File: src/rtl/cmp_pkg.sv
// Shared definitions for the comparator monitor.
//   trend_e        : trend FSM state encoding (also driven on the trend port)
//   FLG_EQ/A/B     : the only legal {eq,neq,big_a,big_b} patterns
//   flags_to_trend : maps a flag pattern to its trend state (IDLE if illegal)
package cmp_pkg;

  typedef enum logic [1:0] {
    IDLE  = 2'd0,
    TR_EQ = 2'd1,
    TR_A  = 2'd2,
    TR_B  = 2'd3
  } trend_e;

  localparam logic [3:0] FLG_EQ = 4'b1000;
  localparam logic [3:0] FLG_A  = 4'b0110;
  localparam logic [3:0] FLG_B  = 4'b0101;

  // IDLE doubles as the "illegal pattern" marker since no legal sample maps to it.
  function automatic trend_e flags_to_trend(input logic [3:0] flags);
    trend_e t;
    case (flags)
      FLG_EQ:  t = TR_EQ;
      FLG_A:   t = TR_A;
      FLG_B:   t = TR_B;
      default: t = IDLE;
    endcase
    return t;
  endfunction

endpackage

File: src/rtl/sat_counter.sv
// Saturating up-counter.
//   clk, reset_n : clock, asynchronous active-low reset
//   clr          : synchronous clear to zero (wins over inc)
//   inc          : increment by one unless already at all-ones
//   q            : current count
module sat_counter #(
  parameter int W = 8
) (
  input  logic         clk,
  input  logic         reset_n,
  input  logic         clr,
  input  logic         inc,
  output logic [W-1:0] q
);

  logic [W-1:0] cnt_q;
  logic [W-1:0] cnt_d;

  always_comb begin
    cnt_d = cnt_q;
    if (clr) begin
      cnt_d = '0;
    end else if (inc && (cnt_q != {W{1'b1}})) begin
      cnt_d = cnt_q + 1'b1;
    end
  end

  always_ff @(posedge clk or negedge reset_n) begin
    if (!reset_n) begin
      cnt_q <= '0;
    end else begin
      cnt_q <= cnt_d;
    end
  end

  assign q = cnt_q;

endmodule

File: src/rtl/cmp_monitor.sv
// Registered monitor placed after the 4-bit comparator. Counts legal outcomes,
// tracks the outcome trend, pulses on runs of STREAK equal results and keeps a
// sticky error for illegal flag combinations.
//   clk, reset_n             : clock, asynchronous active-low reset
//   in_valid                 : flags are meaningful this cycle
//   eq, neq, big_a, big_b    : comparator flags
//   clear                    : synchronous clear of counters, FSM, run counter, error
//   cnt_eq, cnt_a, cnt_b     : saturating outcome counters
//   trend                    : current trend state (cmp_pkg::trend_e)
//   trend_chg                : pulse when trend moves between two different non-IDLE states
//   streak_hit               : pulse on the STREAK-th consecutive equal sample
//   flag_err                 : sticky illegal-combination error
module cmp_monitor
  import cmp_pkg::*;
#(
  parameter int CNT_W  = 8,
  parameter int STREAK = 3
) (
  input  logic             clk,
  input  logic             reset_n,
  input  logic             in_valid,
  input  logic             eq,
  input  logic             neq,
  input  logic             big_a,
  input  logic             big_b,
  input  logic             clear,
  output logic [CNT_W-1:0] cnt_eq,
  output logic [CNT_W-1:0] cnt_a,
  output logic [CNT_W-1:0] cnt_b,
  output logic [1:0]       trend,
  output logic             trend_chg,
  output logic             streak_hit,
  output logic             flag_err
);

  localparam logic [3:0] STREAK_C = 4'(STREAK);

  logic [3:0] flags;
  trend_e     outcome;
  logic       legal;
  logic       take;

  trend_e     state_q, state_d;
  logic [3:0] run_q, run_d;
  logic [3:0] run_inc;
  logic       err_q, err_d;
  logic       chg_q, chg_d;
  logic       hit_q, hit_d;

  assign flags   = {eq, neq, big_a, big_b};
  assign outcome = flags_to_trend(flags);
  assign legal   = (outcome != IDLE);
  // clear drops the sample entirely, so nothing downstream may see it.
  assign take    = in_valid && !clear;
  assign run_inc = run_q + 4'd1;

  sat_counter #(.W(CNT_W)) u_cnt_eq (
    .clk     (clk),
    .reset_n (reset_n),
    .clr     (clear),
    .inc     (take && (outcome == TR_EQ)),
    .q       (cnt_eq)
  );

  sat_counter #(.W(CNT_W)) u_cnt_a (
    .clk     (clk),
    .reset_n (reset_n),
    .clr     (clear),
    .inc     (take && (outcome == TR_A)),
    .q       (cnt_a)
  );

  sat_counter #(.W(CNT_W)) u_cnt_b (
    .clk     (clk),
    .reset_n (reset_n),
    .clr     (clear),
    .inc     (take && (outcome == TR_B)),
    .q       (cnt_b)
  );

  // Next-state, run counter, error and pulse logic.
  always_comb begin
    state_d = state_q;
    run_d   = run_q;
    err_d   = err_q;
    chg_d   = 1'b0;
    hit_d   = 1'b0;
    if (clear) begin
      state_d = IDLE;
      run_d   = '0;
      err_d   = 1'b0;
    end else if (take) begin
      if (legal) begin
        state_d = outcome;
        chg_d   = (state_q != IDLE) && (outcome != state_q);
        if (outcome == TR_EQ) begin
          // Run counter wraps to zero on a hit so a steady eq stream re-arms.
          if (run_inc == STREAK_C) begin
            hit_d = 1'b1;
            run_d = '0;
          end else begin
            run_d = run_inc;
          end
        end else begin
          run_d = '0;
        end
      end else begin
        err_d = 1'b1;
        run_d = '0;
      end
    end
  end

  always_ff @(posedge clk or negedge reset_n) begin
    if (!reset_n) begin
      state_q <= IDLE;
      run_q   <= '0;
      err_q   <= 1'b0;
      chg_q   <= 1'b0;
      hit_q   <= 1'b0;
    end else begin
      state_q <= state_d;
      run_q   <= run_d;
      err_q   <= err_d;
      chg_q   <= chg_d;
      hit_q   <= hit_d;
    end
  end

  assign trend      = state_q;
  assign trend_chg  = chg_q;
  assign streak_hit = hit_q;
  assign flag_err   = err_q;

endmodule
File: config.mk
export PLATFORM = sky130hd
export DESIGN_NAME = cmp_monitor
export DESIGN_NICKNAME = d
export VERILOG_FILES = /design/src/rtl/cmp_pkg.sv /design/src/rtl/sat_counter.sv /design/src/rtl/cmp_monitor.sv
export SDC_FILE = /design/constraint.sdc
export NUM_CORES = 1
export LEC_CHECK = 0
export ABC_AREA = 1
export BUFFER_PORTS_ARGS = -buffer_cell sky130_fd_sc_hd__buf_2
export CORE_UTILIZATION = 50
export DETAILED_ROUTE_END_ITERATION = 6
export PLACE_DENSITY = 0.72
export SKIP_LAST_GASP = 1
export SYNTH_ARGS = -nofsm -noshare
export SYNTH_HDL_FRONTEND = slang
export SYNTH_SLANG_ARGS = --single-unit
File: constraint.sdc
create_clock -name clk -period 1.7 [get_ports clk]
set_input_delay 0.51 -clock clk [delete_from_list [all_inputs] [get_ports clk]]
set_output_delay 0.51 -clock clk [all_outputs]
set_load 0.01 [all_outputs]
==> summary.txt <==
Status
  • Outcome: finished clean

Setup path
  • Critical path class: flip-flop to flip-flop
  • CP cell instances: ha_1 > nand2_1 > nor3_4 > nor2_4 > buf_12 > nand3_1 > o21ai_0
  • Number of buffer and inverter stages on the critical path: 1
  • Worst path required time: roughly 1.9 ns
  • Crit Path Max Fanout: 8
  • Top delay family on crit path: simple AND/OR/NAND/NOR gates
  • Slowest stage cell, crit path: dfrtp_1
  • Max incr delay on CP: 0.41 ns
  • Critical path launch point type: flip-flop
  • Worst path arrival time: around 1.7 ns
  • Worst setup EP type: flip-flop

Clock tree
  • Max clock buf depth: 2
  • Hold Buf Count CTS: 0
  • CTS tree: done
  • Clk slew on worst S/H paths: 0.07 ns
  • CTS buffer count: 5
  • CTS sink cnt: 33
  • Clk root buf: clkbuf_8
  • Depth of the CTS H-tree: 2
  • Clock Latency Late Sink: slightly below 0.3 ns

Place
  • Port Buffer Count: 36
  • Placed instance area: 2195 um^2
  • RePlAce Congestion: 0.7978
  • HPWL Detailed: 2810 um
  • Pre-CTS setup slack: 0.1088 ns
  • Post-Place Cells: about 330

Synth
  • Avg Cell Area, Syn: 7.774 um^2
  • Area leader, netlist: dfrtp_1
  • Number of synthesized register bits: 33
  • EDFF count, synth: 0
  • Main area contributors after synthesis: dfrtp_1, nand2_1, nand3_1
  • Warnings from Yosys: 0
  • Distinct cells, synth: 20
  • Synth async-reset ratio: 1.000
  • Gate count after technology mapping: 244
  • Seq/Total Area, Yosys: 0.4354
  • Syn Nets: 257
  • Cell area after synthesis: 1897 um^2
  • Ys flop type: dfrtp_1
  • Share of the synthesized area in the top cell type: 0.4354

Detailed routing
  • First DRT Iteration DRCs: 183
  • Final ANT Viol Nets: 0
  • Post-DR wirelength/cell: 11.56 um
  • Final wirelength: 3943 um
  • Vias per Instance: slightly above 5
  • First drt pass iteration count: 4
  • Drt drc: 0
  • Via count: 1722

Timing
  • Hold Fails Final Rpt: 0
  • Final period util: 0.8822
  • Min Tclk post-route: roughly 1.5 ns
  • Slew @ Worst Pin: 0.4349 ns
  • Skew final: about 0.0053 ns
  • Final setup vio count: 0
  • Headroom to the max-slew limit: 0.7101
  • RSZ-0062 raised after global routing: false
  • Pins over their slew limit: 0
  • Final WS setup: about 0.2 ns
  • Fmax: roughly 670 MHz
  • Final TNS setup: 0 ns

Power
  • Leak: about 1.3 nW
  • Worst IR Drop VDD: about 390 uV
  • Pwr per Cell Area: between 600 and 700 nW/um^2

Global route
  • Global routing's busiest layer: met2
  • Grt ovf: 0
  • Vias in the first global route: 1519
  • Met3 GRT Util: 0.05978
  • Largest net degree at the start of global routing: 34
  • Grt met2 use: 0.3497
  • GRT Overall Usage: 0.2197
  • First-pass GRT wire length: 6817 um
  • GRT met1 Usage: 0.2791
  • Antenna violations before repair: 0

Floorplan
  • Die area: 4044 um^2
  • Die height: 63.59 um
  • IO Pins: 37
  • Die W: 63.59 um
  • Initial Util: 0.5181
  • Row cnt: 22
  • Core footprint: 3661 um^2

Layout
  • Antenna cells: 0
  • Finished Layout Cells: 341
  • Final core utilization: 0.6247
  • Final Net Count: 305
  • Share of layout cells above drive strength 1: 0.2218
  • Layout area overhead: 20.58%
  • Post-route cell area: 2287 um^2

Flow run
  • MaxCap Viol Count: 0

Worst hold path
  • Min-delay worst type: input port to async pin
==> power by group <==
group | leakage [nW] | internal [mW] | switching (mW)
clock network | 0.0450 | 0.284 | 0.295
logic | 0.796 | 0.0310 | 0.0692
registers | 0.459 | 0.790 | 0.00523
total | 1.30 | 1.10 | 0.369
==> state kept, by name, summed over array words and instances, names as in the netlist <==
register	flops
u_cnt_a.q	8
u_cnt_b.q	8
u_cnt_eq.q	8
run_q	4
trend	2
flag_err	1
streak_hit	1
trend_chg	1
==> cell usage in the layout, fill, tap and decap left out, types with 6 or more instances in the layout <==
cell type / Yosys / routed
buf_2: 0 / 36
nand3_1: 23 / 23
xor2_1: 10 / 10
inv_1: 21 / 21
dfrtp_1: 33 / 33
nor2_1: 20 / 20
nand2_1: 84 / 84
nand3b_1: 7 / 7
nand4_1: 12 / 12
buf_4: 0 / 6
==> area by class of cell <==
cell class	count	area, um^2
clock buffers	6	72.57
clock inverters	2	10.01
fillers	331	1374
inverters	21	78.83
multi-input cells	188	994.7
flip-flops and latches	33	825.8
well taps	48	60.06
repair buffers	43	245.2
==> metrics by stage <==
stage	total power, mW	hold WS, ns
3_3_place_gp	0.9081	0.4901
2_1_floorplan	0.8548	0.2144
5_1_grt	1.549	0.2803
6_report	1.474	0.2446
3_5_place_dp	0.9094	0.5014
4_1_cts	1.492	0.2515
==> cells by family after synthesis <==
kind of cell	Yosys count	synth area share
simple gates	162	0.4050
flops	33	0.4354
buf+inv	23	0.04552
xor+xnor	11	0.05079
compound gates	10	0.03034
fa+ha+maj	5	0.03298
==> final timing paths <==
path | start | to | slack (ns) | cells after the start
setup / recovery | u_cnt_eq.q[0] | u_cnt_eq.q[0] | 0.20 | 7
hold / removal | reset_n | u_cnt_a.q[4] | 0.24 | 2
setup reg to reg | u_cnt_eq.q[0] | u_cnt_eq.q[0] | 0.20 | 7
hold reg to reg | run_q[3] | run_q[3] | 0.51 | 2
max in group asynchronous | reset_n | run_q[0] | 1.15 | 2
min in group clk | clear | flag_err | 0.50 | 2
==> synthesized netlist by cell type (3+ instances only) <==
cell type and instances:
nor2_1 20, nor2_4 3, nand3_2 3, nor2_2 5, dfrtp_1 33, nand3b_1 7, ha_1 5, inv_1 21
o21ai_0 5, nand3_1 23, nand4_1 12, xor2_1 10, nand2_1 84, or2_2 3, o21bai_1 3
==> layer usage <==
| layer | vias up | part of all wire |
|---|---|---|
| li1 | 886 | - |
| met1 | 795 | 0.48 |
| met2 | 35 | 0.46 |
| met3 | 6 | 0.041 |
| met4 | 0 | 0.015 |
| met5 | - | 0 |
==> timing repair <==
| item | in CTS | in global routing |
|---|---|---|
| setup endpoints to repair | 0 | 11 |
| buffers inserted | 0 | 0 |
| gates resized for setup | 0 | 2 |
(Power assumes the default switching activity.)
